**src/rtl/spi_reg_ctrl.sv**
```systemverilog
// rtl/spi_reg_ctrl.sv - SPI-target (mode 0) write port for the five PWM config registers
// Optional macro SPI_READBACK_EN builds the read path on cipo.
module spi_reg_ctrl #(
    parameter int         SYNC_STAGES = 2,
    parameter logic [6:0] MAX_ADDR    = 7'h04
) (
    input  logic       clk,
    input  logic       rst_n,
    input  logic       sclk,
    input  logic       copi,
    input  logic       ncs,
    output logic       cipo,
    output logic       cipo_oe,
    output logic [7:0] en_reg_out_7_0,
    output logic [7:0] en_reg_out_15_8,
    output logic [7:0] en_reg_pwm_7_0,
    output logic [7:0] en_reg_pwm_15_8,
    output logic [7:0] pwm_duty_cycle,
    output logic       frame_err
);

    typedef enum logic [1:0] {IDLE, SHIFT, COMMIT} state_t;

    localparam int NUM_REGS = 5;

    state_t                 state_q, state_d;
    logic [SYNC_STAGES-1:0] sclk_sync_q, sclk_sync_d;
    logic [SYNC_STAGES-1:0] copi_sync_q, copi_sync_d;
    logic [SYNC_STAGES-1:0] ncs_sync_q, ncs_sync_d;
    logic                   sclk_dly_q, sclk_dly_d;
    logic                   ncs_dly_q, ncs_dly_d;
    logic [4:0]             cnt_q, cnt_d;
    logic [15:0]            shreg_q, shreg_d;
    logic [7:0]             regs_q [NUM_REGS];
    logic [7:0]             regs_d [NUM_REGS];

    logic sclk_s, copi_s, ncs_s;
    logic sclk_rise, ncs_rise, ncs_fall;
    logic commit_write;

    assign sclk_s    = sclk_sync_q[SYNC_STAGES-1];
    assign copi_s    = copi_sync_q[SYNC_STAGES-1];
    assign ncs_s     = ncs_sync_q[SYNC_STAGES-1];
    assign sclk_rise = sclk_s & ~sclk_dly_q;
    assign ncs_rise  = ncs_s & ~ncs_dly_q;
    assign ncs_fall  = ~ncs_s & ncs_dly_q;

    assign commit_write = (state_q == COMMIT) && (cnt_q == 5'd16) &&
                          shreg_q[15] && (shreg_q[14:8] <= MAX_ADDR);

`ifdef SPI_READBACK_EN
    logic [7:0] tx_q, tx_d;
    logic       sclk_fall;
    logic [7:0] rd_data;
    logic [15:0] rx_next;

    assign sclk_fall = ~sclk_s & sclk_dly_q;
    assign rx_next   = {shreg_q[14:0], copi_s};

    always_comb begin
        rd_data = 8'h00;
        if (rx_next[6:0] <= MAX_ADDR) begin
            for (int i = 0; i < NUM_REGS; i++) begin
                if (rx_next[6:0] == 7'(i)) rd_data = regs_q[i];
            end
        end
    end

    // The byte is loaded on the 8th rise and held across the following fall,
    // so bit 7 is on cipo before the 9th rise.
    always_comb begin
        tx_d = tx_q;
        if (ncs_fall && (state_q != SHIFT)) begin
            tx_d = 8'h00;
        end else if (state_q == SHIFT && !ncs_s) begin
            if (sclk_rise && cnt_q == 5'd7 && !rx_next[7]) begin
                tx_d = rd_data;
            end else if (sclk_fall && cnt_q >= 5'd9) begin
                tx_d = {tx_q[6:0], 1'b0};
            end
        end
    end

    always_ff @(posedge clk or negedge rst_n) begin
        if (!rst_n) tx_q <= 8'h00;
        else        tx_q <= tx_d;
    end

    assign cipo    = tx_q[7];
    assign cipo_oe = ~ncs_s;
`else
    assign cipo    = 1'b0;
    assign cipo_oe = 1'b0;
`endif

    always_ff @(posedge clk or negedge rst_n) begin
        if (!rst_n) begin
            state_q     <= IDLE;
            sclk_sync_q <= '0;
            copi_sync_q <= '0;
            ncs_sync_q  <= '1;
            sclk_dly_q  <= 1'b0;
            ncs_dly_q   <= 1'b1;
            cnt_q       <= 5'd0;
            shreg_q     <= 16'h0000;
            for (int i = 0; i < NUM_REGS; i++) regs_q[i] <= 8'h00;
        end else begin
            state_q     <= state_d;
            sclk_sync_q <= sclk_sync_d;
            copi_sync_q <= copi_sync_d;
            ncs_sync_q  <= ncs_sync_d;
            sclk_dly_q  <= sclk_dly_d;
            ncs_dly_q   <= ncs_dly_d;
            cnt_q       <= cnt_d;
            shreg_q     <= shreg_d;
            for (int i = 0; i < NUM_REGS; i++) regs_q[i] <= regs_d[i];
        end
    end

    // A chip-select blip of one synced cycle falls during COMMIT, so COMMIT
    // can start the next frame directly.
    always_comb begin
        state_d = state_q;
        case (state_q)
            IDLE:    if (ncs_fall) state_d = SHIFT;
            SHIFT:   if (ncs_rise) state_d = COMMIT;
            COMMIT:  state_d = ncs_fall ? SHIFT : IDLE;
            default: state_d = IDLE;
        endcase
    end

    always_comb begin
        sclk_sync_d = {sclk_sync_q[SYNC_STAGES-2:0], sclk};
        copi_sync_d = {copi_sync_q[SYNC_STAGES-2:0], copi};
        ncs_sync_d  = {ncs_sync_q[SYNC_STAGES-2:0], ncs};
        sclk_dly_d  = sclk_s;
        ncs_dly_d   = ncs_s;
        cnt_d       = cnt_q;
        shreg_d     = shreg_q;
        for (int i = 0; i < NUM_REGS; i++) regs_d[i] = regs_q[i];

        case (state_q)
            IDLE: begin
                if (ncs_fall) begin
                    cnt_d   = 5'd0;
                    shreg_d = 16'h0000;
                end
            end
            SHIFT: begin
                // ncs_rise implies ncs_s high, so a coincident sclk rise is dropped
                if (sclk_rise && !ncs_s) begin
                    shreg_d = {shreg_q[14:0], copi_s};
                    if (cnt_q != 5'd17) cnt_d = cnt_q + 5'd1;
                end
            end
            COMMIT: begin
                if (commit_write) begin
                    for (int i = 0; i < NUM_REGS; i++) begin
                        if (shreg_q[14:8] == 7'(i)) regs_d[i] = shreg_q[7:0];
                    end
                end
                if (ncs_fall) begin
                    cnt_d   = 5'd0;
                    shreg_d = 16'h0000;
                end
            end
            default: ;
        endcase
    end

    always_comb begin
        frame_err = (state_q == COMMIT) && (cnt_q != 5'd16);
    end

    assign en_reg_out_7_0  = regs_q[0];
    assign en_reg_out_15_8 = regs_q[1];
    assign en_reg_pwm_7_0  = regs_q[2];
    assign en_reg_pwm_15_8 = regs_q[3];
    assign pwm_duty_cycle  = regs_q[4];

endmodule

```
**config.mk**
```make
export PLATFORM = sky130hd
export DESIGN_NAME = spi_reg_ctrl
export DESIGN_NICKNAME = d
export VERILOG_FILES = /design/src/rtl/spi_reg_ctrl.sv
export SDC_FILE = /design/constraint.sdc
export NUM_CORES = 1
export LEC_CHECK = 0
export ABC_AREA = 0
export BUFFER_PORTS_ARGS = -buffer_cell sky130_fd_sc_hd__buf_2
export CORE_ASPECT_RATIO = 1.1
export CORE_MARGIN = 1.5
export CORE_UTILIZATION = 55
export CTS_BUF_LIST = sky130_fd_sc_hd__clkbuf_16
export DETAILED_ROUTE_END_ITERATION = 10
export PLACE_DENSITY_LB_ADDON = 0.1
export SLEW_MARGIN = 20
export SYNTH_ARGS = -nofsm -noshare
export SYNTH_HDL_FRONTEND = slang
export SYNTH_SLANG_ARGS = --single-unit
export TNS_END_PERCENT = 20
```
**constraint.sdc**
```tcl
create_clock -name clk -period 2.8 [get_ports clk]
set_clock_uncertainty 0.15 [all_clocks]
set_input_delay 0.56 -clock clk [delete_from_list [all_inputs] [get_ports clk]]
set_output_delay 0.56 -clock clk [all_outputs]
set_load 0.03 [all_outputs]
```
Word level (Yosys, flattened, before mapping):

Cells that the tools add are included.

* register bits: 71
* bits of input ports: 5
* output and inout bits: 43
* logic and storage cells: 64

* $add $sub $neg: 1
* magnitude comparators: 1
* equality and inequality tests: 14
* muxes and demuxes: 11
* bitwise operators: 6
* reductions and logical operators: 18

Operator list (number)
* $mux W16: 2
* $pmux W16 S2: 1
* $reduce_and A3 Y1: 6
* $mux W5: 3
* $eq A7 B2 Y1 const B: 2
* $ne A5 B5 Y1 const B: 2
* $pmux W5 S2: 1
* $ne A2 B2 Y1 const B: 4
* $eq A7 B1 Y1 const B: 1
* $eq A7 B3 Y1 const B: 1
* $le A7 B3 Y1 const B: 1
* $logic_not A7 Y1: 1
* $pmux W2 S3: 1
* $add A5 B1 Y5 const B: 1
* $eq A5 B5 Y1 const B: 1
* $logic_and A1 B1 Y1: 5
* $mux W2: 2
* $reduce_and A4 Y1: 1
* $and A1 B1 Y1: 3
* $not A1 Y1: 3
* $eq A2 B1 Y1 const B: 1
* $eq A2 B2 Y1 const B: 1
* $logic_not A2 Y1: 1
* $ne A2 B1 Y1 const B: 1
* 5 further kinds: 5

Logic depth before layout (Yosys ltp):

Gate-level depths: netlist of the first run.

* depth after elaboration: 5
* depth in mapped cells: 7
* mapped depth without buffers: 6

Worst setup path after synthesis of the first run:

OpenSTA, ideal clock, no wires.

* path type: register to register
* from: reg shreg_q[12]
* to: reg regs_q (netlist bit en_reg_out_15_8[0])
* library setup time: 0.125 ns
* data arrival time: 2.182 ns
* setup slack: 0.343 ns
* stages on the path, launching flop included: 6
* clock period less this slack: 2.457 ns
* cell sequence: dfrtp_1 or4b_1 or4_4 or4_1 buf_6 mux2_4

* word-level cells in the longest chain between the ends: 3
* elaborated cells on any way between the ends: 4
* classes of those cells: order compare (1); eq/ne (1); reduce/logical (2)

Ends and longest elaborated chain
* start: declaration: line 33 `logic [15:0] shreg_q, shreg_d;`
* start signal: assignment: line 115 `shreg_q <= shreg_d;`
* $le A7 B3 Y1: line 49 `shreg_q[15] && (shreg_q[14:8] <= MAX_ADDR);`
* $logic_and A1 B1 Y1: line 49
* $reduce_and A3 Y1 (no line) (*)
* end: declaration: line 34 `logic [7:0] regs_q [NUM_REGS];`

Every way passes the cells marked *; elsewhere a longest branch is shown, timed or not.
A chain may end at the register's enable or synchronous reset.

Worst setup path in the final report of the first run:

* from: reg cnt_q[0]
* to: reg regs_q (netlist bit en_reg_out_15_8[5])

* word-level cells in the longest chain between the ends: 5

Ends and longest elaborated chain
* start: declaration: line 32 `logic [4:0] cnt_q, cnt_d;`
* start signal: assignment: line 114 `cnt_q <= cnt_d;`
* $eq A5 B5 Y1: line 48 `assign commit_write = (state_q == COMMIT) && (cnt_q == 5'd16) &&`
* $logic_and A1 B1 Y1 (2 in series): line 48
* $logic_and A1 B1 Y1: line 49
* $reduce_and A3 Y1 (no line)

Every way passes these cells.

==> impl_metrics.json, run 1 <==
{
  "synthTopCellsByCount": "dfrtp_1, nand2_1, mux2_4, o21ai_0, mux2_2",
  "finish.utilization_pct": 69.3,
  "fmax_mhz": 371,
  "final-seq-area_um2": 1780,
  "period_minus_slack_ns": 2.70,
  "htree_levels": 3,
  "grt_pass1_vias": 1763,
  "cp_max_fo": 8,
  "dieArea_um2": 5770,
  "ys_seq_elements": 71,
  "antenna_found_initial": 0,
  "synth_largest_area_cell": "dfrtp_1",
  "core_um2": 5070,
  "cts-buffers-inserted": 9,
  "synthTopCellsByArea": "dfrtp_1, mux2_4, mux2_2, nand2_1, o21ai_0",
  "diodes": 0,
  "drtIter0Drc": 58,
  "drive_gt1_share_pct": 41.5,
  "areaGrowthSynthToFinish_pct": 19.9,
  "totalWireLength_um": 5050,
  "io_pins": 48,
  "cts_tree": "yes",
  "drc_errors": 0,
  "netlist_area_um2": 2930,
  "tns_ns": 0,
  "hpwlAfterDp_um": 3390,
  "worst_slew_pin_slew_ns": 0.710,
  "cts_resized": 0,
  "synth-seq-area-share_pct": 60.8,
  "synth_edf_count": 0,
  "placedCellCount": 314,
  "whs_ns": 0.140,
  "die_h_um": 79.5,
  "synth.most_common_cell": "dfrtp_1",
  "grt_max_degree": 42,
  "run_status": "completed",
  "power_density_nw_per_um2": 676,
  "fill_cells": 364,
  "critPathLaunchType": "flip-flop",
  "maxCapViolCount": 0,
  "rows": 27,
  "hold_buffers": 0,
  "numPortBuffers": 45,
  "multi_input_area_um2": 1060,
  "slew_violations": 0,
  "firstDrtPassIters": 4,
  "synth_area_per_cell_um2": 13.5,
  "insertion_delay_ns": 0.32,
  "track_usage_pct": 20.2,
  "peakVddDrop_v": 0.000436,
  "rsz0062_at_grt": "no",
  "final-setup-viol-count": 0,
  "antenna_left": 0,
  "postCtsSetupBuffers": 0,
  "async_flop_share_pct": 100,
  "place.gp.congestion": 0.703,
  "hold_viol": 0,
  "start_util_pct": 57.8,
  "clock-sinks": 71,
  "p_leak_nw": 1.89,
  "synth_top_area_share_pct": 58.1,
  "arrival_ns": 2.75,
  "synth_ff_type": "dfrtp_1",
  "root_buffer": "clkbuf_16",
  "clockBufferDepth": 2,
  "r2r_slack_ns": 0.10,
  "crit_required_ns": 2.85,
  "vias": 1773,
  "path_class": "reg2reg",
  "grt_pass1_wl_um": 8710,
  "synth_warnings": 0,
  "grt_overflow": 0,
  "holdCritPathClass": "in2async",
  "syn-instance-count": 217,
  "vias_per_cell": 5.37,
  "cts.clk_slew.worst_paths_ns": 0.05,
  "layout.nets": 275,
  "slew_headroom_pct": 52.7,
  "stdcell_count": 330,
  "period_share_pct": 96.3,
  "dieWidth_um": 72.6,
  "ys_types": 32,
  "cp-end-kind": "flip-flop",
  "wl_per_cell_um": 15.3
}
## critical path: stages (launching register included)
cell and delay, ns:
dfrtp_1 0.41, inv_1 0.10, ha_1 0.17, nand4bb_1 0.14
or4_4 0.54, or4_1 0.68, mux2_4 0.39
## registers in the layout, indices dropped and copies added (netlist names)
signal and cells:
sclk_dly_q 1, state_q 2, cnt_q 5, en_reg_out_7_0 8, shreg_q 16, copi_sync_q 2
pwm_duty_cycle 8, ncs_dly_q 1, en_reg_pwm_7_0 8, en_reg_pwm_15_8 8, sclk_sync_q 2, en_reg_out_15_8 8
ncs_sync_q 2
## final timing paths
| path | start | end | depth (start not counted) |
|---|---|---|---|
| max | cnt_q[0] | en_reg_out_15_8[5] | 6 |
| min | rst_n | en_reg_out_7_0[7] | 1 |
| max reg2reg | cnt_q[0] | en_reg_out_15_8[5] | 6 |
| min reg2reg | copi_sync_q[0] | copi_sync_q[1] | 0 |
| max in group asynchronous | rst_n | shreg_q[1] | 2 |
| min in group clk | ncs | ncs_sync_q[0] | 1 |
## power by group
| part | switching (mW) | total, mW | internal [mW] |
|---|---|---|---|
| logic | 0.0756 | 0.115 | 0.0397 |
| clock network | 0.399 | 1.17 | 0.773 |
| registers | 0.0310 | 1.09 | 1.06 |
| total | 0.506 | 2.38 | 1.87 |
## layer usage
metal	vias up	GRT usage (%)	share of wire, %
li1	851	-	-
met1	867	27.8	47
met2	46	30.0	46
met3	9	5.93	4.8
met4	0	7.92	1.4
met5	-	0	0
## layout make-up
type | instances | share of cell area, %
Clock inverter | 7 | 2.49
Inverter | 4 | 0.428
Sequential cell | 71 | 50.7
Clock buffer | 9 | 6.41
Multi-Input combinational cell | 131 | 30.1
Tap cell | 58 | 2.07
Timing Repair Buffer | 50 | 7.84
## per-stage QoR
stage	setup slack (ns)	cell area (µm²)	power, mW
after floorplan	0.343	2930	1.17
after global placement	0.138	3200	1.22
after detailed placement	0.0977	3200	1.22
after CTS	0.0992	3510	2.40
after global routing	0.00223	3510	2.48
final	0.104	3510	2.38
## placed cells by master (no fill, tap or decap), types with 3 or more instances in the layout
master      n
buf_4       4
nand4_1     4
nand2b_1    4
or4_4       3
dfrtp_1    68
dfstp_2     3
clkbuf_16   9
mux2_2     16
mux2_4     24
nand2_1    36
clkinv_2    3
o21ai_0    19
inv_1       5
buf_2      45
ha_1        3
## logic make-up (layout without fill, tap and decap cells)
family	Yosys count	in the layout	share of synthesized area, %
DFF	71	71	60.8
adders and majority gates	3	3	1.28
and+or+nand+nor	62	62	11.4
AOI/OAI and AO/OA	22	22	3.97
other	1	2	0.128
muxes	42	42	19.1
buffers and inverters	16	70	3.29
Power figures use the tool's default switching activity.
==> run 2: changes to the inputs <==
--- a/config.mk
+++ b/config.mk
@@ -9,7 +9,7 @@
 export BUFFER_PORTS_ARGS = -buffer_cell sky130_fd_sc_hd__buf_2
 export CORE_ASPECT_RATIO = 1.1
 export CORE_MARGIN = 1.5
-export CORE_UTILIZATION = 55
+export CORE_UTILIZATION = 35
 export CTS_BUF_LIST = sky130_fd_sc_hd__clkbuf_16
 export DETAILED_ROUTE_END_ITERATION = 10
 export PLACE_DENSITY_LB_ADDON = 0.1
==> run 2 against run 1 <==
  * Register-to-register slack gained 0.15 ns
  * Die area grew 55%
  * Via count grew 1.2%
  * Fmax grew 5.7%
  * Count of clock-buffer cells in the layout is the same
  * Critical path depth shrank 1
  * First-iteration DRC count grew 40%
  * Global-route usage shrank 6.9 points
  * Hold slack lost 0.047 ns
  * Critical endpoint unchanged
  * Largest cell class unchanged
==> impl_metrics.json, run 2 (synthesized netlist as in run 1, its figures left out) <==
{
  "run_status": "completed",
  "postCtsSetupBuffers": 0,
  "period_minus_slack_ns": 2.55,
  "p_int_mw": 1.68,
  "vias": 1795,
  "drive_gt1_share_pct": 41.4,
  "drc_errors": 0,
  "fmax_mhz": 392,
  "grt_max_degree": 47,
  "seq_power_share_pct": 49.3,
  "core_um2": 8000,
  "holdCritPathClass": "in2async",
  "arrival_ns": 2.61,
  "grt_pass1_vias": 1656,
  "p_leak_nw": 1.86,
  "totalWireLength_um": 5430,
  "rows": 34,
  "root_buffer": "clkbuf_16",
  "period_share_pct": 91.1,
  "start_util_pct": 36.6,
  "antenna_found_initial": 0,
  "layout.nets": 276,
  "tns_ns": 0,
  "cts_tree": "yes",
  "vias_per_cell": 4.71,
  "worst_slew_pin_slew_ns": 0.620,
  "regMostFlops": "shreg_q",
  "numPortBuffers": 45,
  "critPathLaunchType": "flip-flop",
  "diodes": 0,
  "firstDrtPassIters": 4,
  "place.gp.congestion": 0.687,
  "combPwrFrac_pct": 5.2,
  "fin_area_um2": 3530,
  "antenna_left": 0,
  "insertion_delay_ns": 0.33,
  "peakVddDrop_v": 0.000316,
  "r2r_slack_ns": 0.25,
  "rsz0062_at_grt": "no",
  "dieArea_um2": 8930,
  "slew_headroom_pct": 58.6,
  "track_usage_pct": 13.3,
  "largest_reg_flops": 16,
  "cp_max_fo": 8,
  "hold_buffers": 0,
  "p_clk_share_pct": 45.4,
  "path_class": "reg2reg",
  "io_pins": 48,
  "final-setup-viol-count": 0,
  "htree_levels": 3,
  "layout.cells.most_common": "dfrtp_1",
  "final_cell_mix": "dfrtp_1, buf_2, nand2_1",
  "dieWidth_um": 90.2,
  "cts.clk_slew.worst_paths_ns": 0.06,
  "switchingPower_mw": 0.518,
  "slew_violations": 0,
  "stdcell_count": 381,
  "hold_viol": 0,
  "placed_area_um2": 3270,
  "wl_per_cell_um": 14.3,
  "hpwlAfterDp_um": 3630,
  "areaGrowthSynthToFinish_pct": 20.7,
  "grt_pass1_wl_um": 9000,
  "grt_overflow": 0,
  "power_density_nw_per_um2": 623,
  "die_h_um": 98.9,
  "cp-end-kind": "flip-flop",
  "crit_required_ns": 2.86,
  "cts-buffers-inserted": 9,
  "clockBufferDepth": 2,
  "clock-sinks": 71,
  "maxCapViolCount": 0,
  "cts_resized": 0,
  "p_sw_share_pct": 23.5,
  "drtIter0Drc": 81,
  "placedCellCount": 365
}
-- run 2: final cells by class --
type	instances	area, µm²
fillers	781	4460
flip-flops and latches	71	1780
multi-input cells	131	1060
repair buffers	51	283
clock buffers	9	225
well taps	108	135
clock inverters	7	40.0
inverters	4	15.0
-- run 2: power by group through the flow --
stage / logic, mW / registers, mW / clock network, mW
global route: 0.136 / 1.09 / 1.08
CTS: 0.119 / 1.09 / 1.04
floorplan: 0.0743 / 1.10 / 0
finish: 0.115 / 1.09 / 1.00
detailed placement: 0.118 / 1.10 / 0
global placement: 0.117 / 1.10 / 0
-- run 2: final timing paths --
check / from / depth (start not counted) / end
min in group clk: ncs / 1 / ncs_sync_q[0]
max in group asynchronous: rst_n / 2 / ncs_sync_q[1]
setup / recovery: shreg_q[12] / 5 / en_reg_out_15_8[5]
hold reg to reg: sclk_sync_q[0] / 0 / sclk_sync_q[1]
hold / removal: rst_n / 1 / en_reg_out_7_0[6]
setup reg to reg: shreg_q[12] / 5 / en_reg_out_15_8[5]
-- run 2: metal layers --
metal  global-route usage, %  share of wire (%)
met1                    18.0                 48
met2                    18.9                 45
met5                       0                  0
met4                    8.06                2.0
met3                    3.55                4.4
-- run 2: metrics by stage --
step                worst slack, ns  total power [mW]  util, %  hold WS [ns]
floorplan                     0.343              1.17        -         0.114
global placement              0.248              1.22     40.9         0.183
detailed placement            0.234              1.22     40.9         0.185
CTS                           0.233              2.25     44.2         0.106
global route                  0.109              2.31     44.2         0.146
finish                        0.250              2.20     44.2        0.0929
-- run 2: worst max-delay path, cell delays in order, from the launching register on --
cell	delay [ns]
dfrtp_1	0.38
or4b_1	0.55
or4_4	0.44
or4_1	0.40
buf_4	0.20
mux2_4	0.30
==> run 3: changes to the inputs <==
--- a/config.mk
+++ b/config.mk
@@ -9,8 +9,9 @@
 export BUFFER_PORTS_ARGS = -buffer_cell sky130_fd_sc_hd__buf_2
 export CORE_ASPECT_RATIO = 1.1
 export CORE_MARGIN = 1.5
-export CORE_UTILIZATION = 35
+export CORE_UTILIZATION = 42
 export CTS_BUF_LIST = sky130_fd_sc_hd__clkbuf_16
+export CTS_CLUSTER_SIZE = 40
 export DETAILED_ROUTE_END_ITERATION = 10
 export PLACE_DENSITY_LB_ADDON = 0.1
 export SLEW_MARGIN = 20
==> run 3 against run 2 <==
  * Setup slack lost 0.032 ns
  * Final cell count shrank 5.5%
  * Combinational power grew 3%
  * Clock power grew 18%
  * Global-route usage grew 3.2 points
  * Core utilization grew 9.6 points
  * Sequential share of layout area shrank 0.77 points
  * Critical path depth is the same
  * Fmax shrank 1.3%
  * Count of clock-buffer cells in the layout is the same
  * Flip-flop and latch count is the same
  * Sequential power is essentially flat
  * Critical endpoint is now en_reg_out_15_8[4]
  * Largest power group is now clock
==> impl_metrics.json, run 3 (synthesized netlist as in run 1, its figures left out) <==
{
  "maxCapViolCount": 0,
  "power_density_nw_per_um2": 666,
  "drive_gt1_share_pct": 42.4,
  "vias_per_cell": 4.98,
  "firstDrtPassIters": 2,
  "drtIter0Drc": 68,
  "totalWireLength_um": 5510,
  "layout.nets": 281,
  "holdCritPathClass": "in2async",
  "rows": 31,
  "start_util_pct": 43.9,
  "cts-buffers-inserted": 9,
  "grt_overflow": 0,
  "core_um2": 6670,
  "slew_headroom_pct": 62.0,
  "die_h_um": 90.6,
  "postCtsSetupBuffers": 0,
  "track_usage_pct": 16.5,
  "grt_max_degree": 33,
  "dieArea_um2": 7480,
  "final-setup-viol-count": 0,
  "fill_cells": 570,
  "regMostFlops": "shreg_q",
  "largest_reg_flops": 16,
  "r2r_slack_ns": 0.22,
  "final_cell_mix": "dfrtp_1, buf_2, nand2_1",
  "clock-sinks": 71,
  "io_pins": 48,
  "antenna_found_initial": 0,
  "layout.cells.most_common": "dfrtp_1",
  "insertion_delay_ns": 0.32,
  "diodes": 0,
  "run_status": "completed",
  "grtUsageMet3_pct": 5.66,
  "period_minus_slack_ns": 2.58,
  "grt_busiest_layer": "met2",
  "peakVddDrop_v": 0.000373,
  "place.gp.congestion": 0.724,
  "grt_pass1_wl_um": 9230,
  "vias": 1791,
  "slew_violations": 0,
  "cp_max_fo": 5,
  "crit_required_ns": 2.85,
  "period_share_pct": 92.2,
  "hold_buffers": 0,
  "arrival_ns": 2.63,
  "met1_usage_pct": 21.9,
  "wl_per_cell_um": 15.3,
  "clockBufferDepth": 2,
  "areaGrowthSynthToFinish_pct": 22.6,
  "final-seq-area_um2": 1780,
  "p_leak_nw": 1.92,
  "tns_ns": 0,
  "antenna_left": 0,
  "cp-end-kind": "flip-flop",
  "cts.clk_slew.worst_paths_ns": 0.06,
  "critPathLaunchType": "flip-flop",
  "multi_input_area_um2": 1060,
  "cts_resized": 0,
  "drc_errors": 0,
  "numPortBuffers": 45,
  "grtUsageMet2_pct": 25.1,
  "worst_slew_pin_slew_ns": 0.569,
  "dieWidth_um": 82.6,
  "grt_pass1_vias": 1856,
  "root_buffer": "clkbuf_16",
  "cts_tree": "yes",
  "rsz0062_at_grt": "no",
  "path_class": "reg2reg",
  "hold_viol": 0,
  "fmax_mhz": 387,
  "hpwlAfterDp_um": 3720,
  "total_power_mw": 2.39,
  "htree_levels": 3
}
[run 3: area by class of cell]
cell class | count | share of cell area [%]
multi-input cells | 131 | 29.4
clock inverters | 7 | 2.51
clock buffers | 9 | 6.27
well taps | 82 | 2.86
repair buffers | 56 | 8.92
inverters | 4 | 0.418
flip-flops and latches | 71 | 49.6
[run 3: worst max-delay path, stage by stage (launching register included)]
cell and delay [ns]:
dfrtp_1 0.39, or4b_1 0.56, or4_4 0.44, or4_1 0.44, buf_4 0.19, mux2_4 0.29
[run 3: final timing paths]
kind / from / to / cells past startpoint
max: shreg_q[12] / en_reg_out_15_8[4] / 5
min: rst_n / pwm_duty_cycle[3] / 1
max reg2reg: shreg_q[12] / en_reg_out_15_8[4] / 5
min reg2reg: copi_sync_q[0] / copi_sync_q[1] / 0
max in group asynchronous: rst_n / en_reg_pwm_7_0[3] / 2
min in group clk: ncs / ncs_sync_q[0] / 1
[run 3: report_power, final]
| part | internal [mW] | switching (mW) |
|---|---|---|
| Sequential | 1.06 | 0.0328 |
| Combinational | 0.0411 | 0.0779 |
| Clock | 0.774 | 0.410 |
[run 3: routing by layer]
| metal | vias up | wire [µm] |
|---|---|---|
| met4 | 0 | 31 |
| met5 | - | 0 |
| met2 | 35 | 2600 |
| met1 | 892 | 2640 |
| li1 | 862 | - |
| met3 | 2 | 233 |
[run 3: metrics by stage]
step                cells  hold slack, ns  instance area (µm²)  utilization [%]  setup WS, ns
global placement      344           0.183                 3270             49.1         0.241
detailed placement    344           0.190                 3270             49.1         0.220
finish                360          0.0826                 3590             53.8         0.218
global route          360           0.118                 3590             53.8         0.134
CTS                   360          0.0957                 3590             53.8         0.210
floorplan             218           0.114                 2930                -         0.343
